## config.mk

```make
export PLATFORM = sky130hd
export DESIGN_NAME = pl_imem_loader
export DESIGN_NICKNAME = d
export VERILOG_FILES = /design/src/rtl/pl_imem_loader.sv
export SDC_FILE = /design/constraint.sdc
export NUM_CORES = 1
export LEC_CHECK = 0
export ABC_AREA = 1
export CAP_MARGIN = 0
export CELL_PAD_IN_SITES_DETAIL_PLACEMENT = 1
export CELL_PAD_IN_SITES_GLOBAL_PLACEMENT = 1
export CORE_MARGIN = 1.5
export CORE_UTILIZATION = 40
export CTS_BUF_LIST = sky130_fd_sc_hd__clkbuf_8
export DETAILED_ROUTE_END_ITERATION = 7
export PLACE_DENSITY_LB_ADDON = 0.1
export SYNTH_ARGS = -nofsm -noshare
export SYNTH_HDL_FRONTEND = slang
export SYNTH_SLANG_ARGS = --single-unit
```

## constraint.sdc

```tcl
create_clock -name clk -period 12.3 [get_ports clk]
set_clock_uncertainty 0.1 [all_clocks]
set_input_delay 3.69 -clock clk [delete_from_list [all_inputs] [get_ports clk]]
set_output_delay 3.69 -clock clk [all_outputs]
set_load 0.05 [all_outputs]
```

## src/rtl/pl_imem_loader.sv

```systemverilog
// Boot loader: parses a framed byte stream (MAGIC, 16-bit word count, big-endian words, XOR checksum)
// into instruction-memory writes, holding the CPU in reset until a verified image is in place.
module pl_imem_loader #(
    parameter int unsigned DEPTH     = 1024,
    parameter logic [7:0]  MAGIC     = 8'hA5,
    parameter logic [31:0] BASE_ADDR = 32'h0000_0000
) (
    input  logic        clk,
    input  logic        reset,
    input  logic        start,
    input  logic [7:0]  rx_data,
    input  logic        rx_valid,
    output logic        rx_ready,
    output logic        imem_we,
    output logic [31:0] imem_addr,
    output logic [31:0] imem_wdata,
    output logic        cpu_hold,
    output logic        done,
    output logic        error
);

    localparam int WIDX_W = $clog2(DEPTH) + 1;

    typedef enum logic [2:0] {
        S_IDLE, S_CNT_HI, S_CNT_LO, S_DATA, S_CSUM, S_DONE, S_ERR
    } state_e;

    state_e              state_q, state_d;
    logic [15:0]         cnt_q, cnt_d;
    logic [WIDX_W-1:0]   widx_q, widx_d;
    logic [1:0]          bidx_q, bidx_d;
    logic [23:0]         asm_q, asm_d;
    logic [7:0]          csum_q, csum_d;
    logic                we_q, we_d;
    logic [31:0]         addr_q, addr_d;
    logic [31:0]         wdata_q, wdata_d;
    logic                done_q, done_d;
    logic                error_q, error_d;
    logic                hold_q, hold_d;

    logic        accept;
    logic [15:0] cnt_rx;

    assign rx_ready = (state_q != S_DONE) && (state_q != S_ERR);
    assign accept   = rx_valid && rx_ready;
    assign cnt_rx   = {cnt_q[15:8], rx_data};

    always_comb begin
        // NOTE: every next-state signal gets a default first so no path leaves one unassigned (no latches).
        state_d = state_q;
        cnt_d   = cnt_q;
        widx_d  = widx_q;
        bidx_d  = bidx_q;
        asm_d   = asm_q;
        csum_d  = csum_q;
        we_d    = 1'b0;
        addr_d  = addr_q;
        wdata_d = wdata_q;

        if (start) begin
            // Abort wins over a byte presented in the same cycle; that byte is dropped.
            state_d = S_IDLE;
        end else if (accept) begin
            unique case (state_q)
                S_IDLE: begin
                    if (rx_data == MAGIC) begin
                        state_d = S_CNT_HI;
                        csum_d  = '0;
                        widx_d  = '0;
                        bidx_d  = '0;
                    end
                end
                S_CNT_HI: begin
                    cnt_d   = {rx_data, cnt_q[7:0]};
                    state_d = S_CNT_LO;
                end
                S_CNT_LO: begin
                    cnt_d = cnt_rx;
                    if (32'(cnt_rx) > DEPTH)  state_d = S_ERR;
                    else if (cnt_rx == '0)    state_d = S_CSUM;
                    else                      state_d = S_DATA;
                end
                S_DATA: begin
                    asm_d  = {asm_q[15:0], rx_data};
                    csum_d = csum_q ^ rx_data;
                    bidx_d = bidx_q + 2'd1;
                    if (bidx_q == 2'd3) begin
                        we_d    = 1'b1;
                        wdata_d = {asm_q, rx_data};
                        addr_d  = BASE_ADDR + (32'(widx_q) << 2);
                        widx_d  = widx_q + WIDX_W'(1);
                        if (32'(widx_q) + 32'd1 == 32'(cnt_q)) state_d = S_CSUM;
                    end
                end
                S_CSUM:  state_d = (rx_data == csum_q) ? S_DONE : S_ERR;
                default: ;
            endcase
        end

        done_d  = (state_d == S_DONE);
        error_d = (state_d == S_ERR);
        hold_d  = (state_d != S_DONE);
    end

    // NOTE: sequential state uses non-blocking assignments so all registers update from the same old values.
    always_ff @(posedge clk or posedge reset) begin
        if (reset) begin
            state_q <= S_IDLE;
            cnt_q   <= '0;
            widx_q  <= '0;
            bidx_q  <= '0;
            asm_q   <= '0;
            csum_q  <= '0;
            we_q    <= 1'b0;
            addr_q  <= BASE_ADDR;
            wdata_q <= '0;
            done_q  <= 1'b0;
            error_q <= 1'b0;
            hold_q  <= 1'b1;
        end else begin
            state_q <= state_d;
            cnt_q   <= cnt_d;
            widx_q  <= widx_d;
            bidx_q  <= bidx_d;
            asm_q   <= asm_d;
            csum_q  <= csum_d;
            we_q    <= we_d;
            addr_q  <= addr_d;
            wdata_q <= wdata_d;
            done_q  <= done_d;
            error_q <= error_d;
            hold_q  <= hold_d;
        end
    end

    assign imem_we    = we_q;
    assign imem_addr  = addr_q;
    assign imem_wdata = wdata_q;
    assign done       = done_q;
    assign error      = error_q;
    assign cpu_hold   = hold_q;

endmodule
```

# After elaboration in Yosys (flattened, before gate mapping)
# Cells that the tools add are included.
[word_totals]
wordCells = 68
n_memories = 0
ff_bits = 111
output_inout_bits = 69
in_bits = 12
latchBits = 0
ram_bits = 0
mem_bits_ro = 0
[op_classes]
n_eq_ne = 15
bitwise = 4
reduce_logical = 11
shifts = 0
n_div = 0
add_sub_neg = 3
muxes = 21
magnitude_cmp = 1
multipliers = 0
[ops]
columns = ["cell", "n"]
rows = [
  ["16-bit one-hot mux with 2 select lines", 1],
  ["11-bit two-way mux", 2],
  ["11-bit one-hot mux with 2 select lines", 1],
  ["3-bit two-way mux", 7],
  ["12-bit by 16-bit equality test with 1-bit output", 1],
  ["16-bit by 11-bit greater-than comparator with 1-bit output (second input constant)", 1],
  ["16-bit logical NOT", 1],
  ["8-bit one-hot mux with 2 select lines", 1],
  ["4-bit AND reduction", 4],
  ["3-bit one-hot mux with 5 select lines", 1],
  ["11-bit by 1-bit adder with 12-bit output (second input constant)", 1],
  ["11-bit by 1-bit adder with 11-bit output (second input constant)", 1],
  ["3-bit equality test (second input constant)", 3],
  ["3-bit inequality test (second input constant)", 3],
  ["8-bit equality test", 1],
  ["8-bit equality test (second input constant)", 1],
  ["8-bit two-way mux", 1],
  ["8-bit bitwise XOR", 1],
  ["3-bit by 2-bit equality test with 1-bit output (second input constant)", 2],
  ["5-bit AND reduction", 1],
  ["1-bit two-way mux", 4],
  ["2-bit two-way mux", 2],
  ["2-bit inequality test (second input constant)", 2],
  ["2-bit one-hot mux with 2 select lines", 1],
  ["8 further kinds", 11],
]

# Longest topological paths before layout
[logic_depth]
ltp_word = 8
mapped_depth = 17
depth_no_buf = 17

# Worst setup path before layout
# No wires, ideal clock.
[synth_path]
path_type = "input -> register"
from = "input port rx_valid"
to = "register addr_q[10], in the netlist imem_addr[10]"
required_time_ps = 12069
cell_stages = 9
slack_ps = 7428
setup_time_ps = 131
arrival_time_ps = 4641
path_buffers = 2
cell_sequence = "nand2_1 nor2_2 nand2_1 nor2_4 inv_2 buf_6 buf_2 nand2_1 o21ai_0"
[synth_via]
elab_chain_cells = 2
[synth_lines]
columns = ["item", "line_no", "rtl"]
rows = [
  ["start, declared", "12", "input logic rx_valid,"],
  ["1-bit logical AND", "45", "assign accept = rx_valid && rx_ready;"],
  ["4-bit AND reduction (no source line)", "n/a", ""],
  ["end signal, assigned", "128", "addr_q <= addr_d;"],
  ["end, declared", "35", "logic [31:0] addr_q, addr_d;"],
]
# No other way between the ends.
# A chain may end at the register's enable or synchronous reset.

# Final worst setup path
[layout_path]
from = "input port rx_valid"
to = "register widx_q[10]"
[layout_via]
elab_chain_cells = 2
[layout_lines]
columns = ["item", "line_no", "rtl"]
rows = [
  ["1-bit logical AND", "45", ""],
  ["5-bit AND reduction (no source line)", "n/a", ""],
  ["end signal, assigned", "123", "widx_q <= widx_d;"],
  ["end, declared", "30", "logic [WIDX_W-1:0] widx_q, widx_d;"],
]
# No other way between the ends.

==> summary.txt <==
Setup path
  • Worst setup SP type: input port
  • Crit. End Element: flip-flop
  • Critical path fanouts, max: 76
  • Worst Setup SP: rx_valid
  • Setup crit end: widx_q[10]$_DFFE_PP0P_
  • Reg-to-reg startpoint: state_q[0]$_DFF_PP0_
  • Cell mode on critical path: nand2_1
  • Largest stage delay, worst path: 0.83 ns
  • Critical-path top delay cell: inv_2
  • Crit Path Class: in2reg
  • CP Data Arrival Time: 6.46 ns
  • Worst R2R Setup Slack: 9.03 ns
  • CP cell instances: clkdlybuf4s50_1 > nand2_1 > nor2_2 > nand2_1 > buf_4 > nor2_4 > inv_2 > nand2_2 > o21ai_0
  • CP required: 12.50 ns
  • R2R cell count: 11
  • RR Endpoint: widx_q[10]$_DFFE_PP0P_

Drt
  • Vias per cell: 4.87
  • Wire length per cell: 15.0 um
  • Vias post-DR: 3986
  • DRT Pass-1 Iters: 4
  • Routed wire length: 12300 um
  • Residual DRC: 0
  • DRT antenna net count: 0
  • Drt initial violations: 193

Yosys
  • #FFs+latches synth: 111
  • Post-synthesis cell count: 594
  • EDFF count, synth: 0
  • Mapped Area: 5050 sq um
  • Area contributors post-synth: dfrtp_1, nand2_1, o21ai_0
  • Ys Warns: 0
  • Post-synth top cells: nand2_1, dfrtp_1, o21ai_0
  • Most common cell in the synthesized netlist: nand2_1
  • Seq/Total Area, Yosys: 0.551
  • Dominant cell type by area after synthesis: dfrtp_1
  • Synth top area share: 0.545
  • Synth Flop Type: dfrtp_1
  • Asr flop ratio synth: 1.00
  • Distinct cells, synth: 31
  • Mean post-synth cell area: 8.50 sq um

Clocking
  • PostCTS Resize Cnt: 0
  • # hold bufs at CTS: 0
  • Clock buffer depth: 2
  • Clock-pin transition on the worst setup and hold timing paths: 0.11 ns
  • Clk sinks: 111
  • Clk root buf: clkbuf_8
  • Setup Buffers After CTS: 0
  • Skew-Pair Late Insertion Delay: 0.38 ns
  • Htree depth: 3
  • CTS tree: done
  • Cts bufs inserted: 9

Placed design
  • Post-DP HPWL: 8840 um
  • Cell Count Post-Placement: 803
  • Number of I/O port buffers: 59
  • Area of placed instances: 5690 sq um
  • Worst slack, placed: 5.55 ns
  • GP Congestion: 0.831

Power and ir drop
  • Peak supply drop: 59.4 uV
  • Reg power frac: 0.556
  • Switching share of power: 0.317
  • Pleak: 2.90 nW
  • PD cells: 139 nW/um^2
  • Sw Pwr: 0.259 mW
  • Internal power: 0.560 mW
  • Power share of the combinational group: 0.170
  • Clock power share: 0.274

Timing
  • Period utilisation layout: 0.509
  • RSZ-0062 raised after global routing: false
  • Final hold vios: 0
  • Minimum clock period: 6.27 ns
  • Highest clock rate: 160 MHz
  • Setup TNS: 0 ns
  • Slew @ Worst Pin: 1.08 ns
  • Final worst slack: 6.03 ns
  • Slew Limit Fails: 0
  • Final setup viols: 0
  • Rel. slew slack: 0.280

Global route
  • First-pass GRT wire length: 20600 um
  • Initial antenna violation count: 0
  • Number of global-route vias before repair: 4083
  • GR Overflow Total: 0
  • Largest net degree at the start of global routing: 83
  • Gr usage total: 0.200

Die
  • Core area: 12200 sq um
  • Total die area: 13300 sq um
  • Initial Util: 0.415
  • Die width: 115 um
  • Number of I/O pins: 81
  • Die Y: 115 um
  • FP Rows: 40

Finish
  • NumNets Final: 660
  • Core Util, Final: 0.484
  • Share of cells above drive strength 1: 0.0645
  • FILL cells: 1453
  • Non-Filler Instances: 819
  • Finished Cell Area: 5880 sq um
  • Ant. Diodes: 0
  • Area Overhead vs Synth: 16.6%

Hold path
  • Hold WC Path Type: reg2reg

Flow run
  • Maxcap violations: 0

Outcome
  • Status: finished clean
==> kinds of logic (layout without fill, tap and decap cells) <==
kind of cell	after synthesis	after routing	synth area share
flip-flops	111	111	0.551
buffers and inverters	92	129	0.0895
AO/OA/AOI/OAI	92	92	0.0944
other	1	21	0.000743
AND/OR/NAND/NOR	288	288	0.246
XOR/XNOR	8	8	0.0139
adder cells (fa/ha/maj)	2	2	0.00496
==> final cells by class <==
cell class	instances	area (sq um)	share of cell area
Sequential cell	111	2780	0.472
Multi-Input combinational cell	411	1890	0.321
Timing Repair Buffer	62	613	0.104
Tap cell	168	210	0.0357
Inverter	51	194	0.0330
Clock buffer	9	124	0.0211
Clock inverter	7	72.6	0.0123
==> layer usage <==
layer / track usage / vias up / wire [um]
li1: - / 1957 / -
met1: 0.280 / 1955 / 6080
met2: 0.314 / 59 / 5700
met3: 0.0279 / 15 / 273
met4: 0.0774 / 0 / 232
met5: 0 / - / 0
==> power by group through the flow <==
stage	Clock, mW	Sequential [mW]	Combinational (mW)
finish	0.225	0.455	0.140
global route	0.243	0.463	0.162
CTS	0.232	0.456	0.142
detailed placement	0	0.463	0.142
global placement	0	0.460	0.135
floorplan	0	0.452	0.112
==> state kept, by name (all words and copies together), names as in the netlist, 2 cells and up <==
register and flops:
csum_q 8, imem_addr 11, widx_q 11, cnt_q 16, bidx_q 2, imem_wdata 32
asm_q 24, state_q 3
==> critical path: cells and delay by family <==
kind | cells | cell delay [ns]
buf+inv | 3 | 1.65
simple gates | 5 | 0.86
compound gates | 1 | 0.24
==> stage by stage <==
step	total power, mW	hold WS (ns)
after floorplan	0.564	0.349
after global placement	0.595	0.358
after detailed placement	0.604	0.362
after CTS	0.830	0.389
after global routing	0.868	0.416
final	0.819	0.381
==> worst min-delay path by stage <==
stage / startpoint / end / slack (ns) / cells after the start
4_1_cts: imem_wdata[25]$_DFFE_PP0P_ / imem_wdata[25]$_DFFE_PP0P_ / 0.39 / 2
5_1_grt: imem_wdata[26]$_DFFE_PP0P_ / imem_wdata[26]$_DFFE_PP0P_ / 0.42 / 2
6_report: imem_wdata[25]$_DFFE_PP0P_ / imem_wdata[25]$_DFFE_PP0P_ / 0.38 / 2
2_1_floorplan: asm_q[16]$_DFFE_PP0P_ / imem_wdata[24]$_DFFE_PP0P_ / 0.35 / 2
3_5_place_dp: imem_wdata[25]$_DFFE_PP0P_ / imem_wdata[25]$_DFFE_PP0P_ / 0.36 / 2
3_3_place_gp: imem_wdata[27]$_DFFE_PP0P_ / imem_wdata[27]$_DFFE_PP0P_ / 0.36 / 2
==> placed cells by master (no fill, tap or decap), types with 5 or more instances in the layout <==
cell / instances
a21oi_1: 6
clkbuf_8: 9
clkdlybuf4s50_1: 59
conb_1: 21
dfrtp_1: 110
inv_1: 48
nand2_1: 189
nand2_2: 8
nand3_1: 40
nand4_1: 9
nor2_1: 25
nor2_2: 5
o21ai_0: 75
o22ai_1: 5
(Power assumes the default switching activity.)
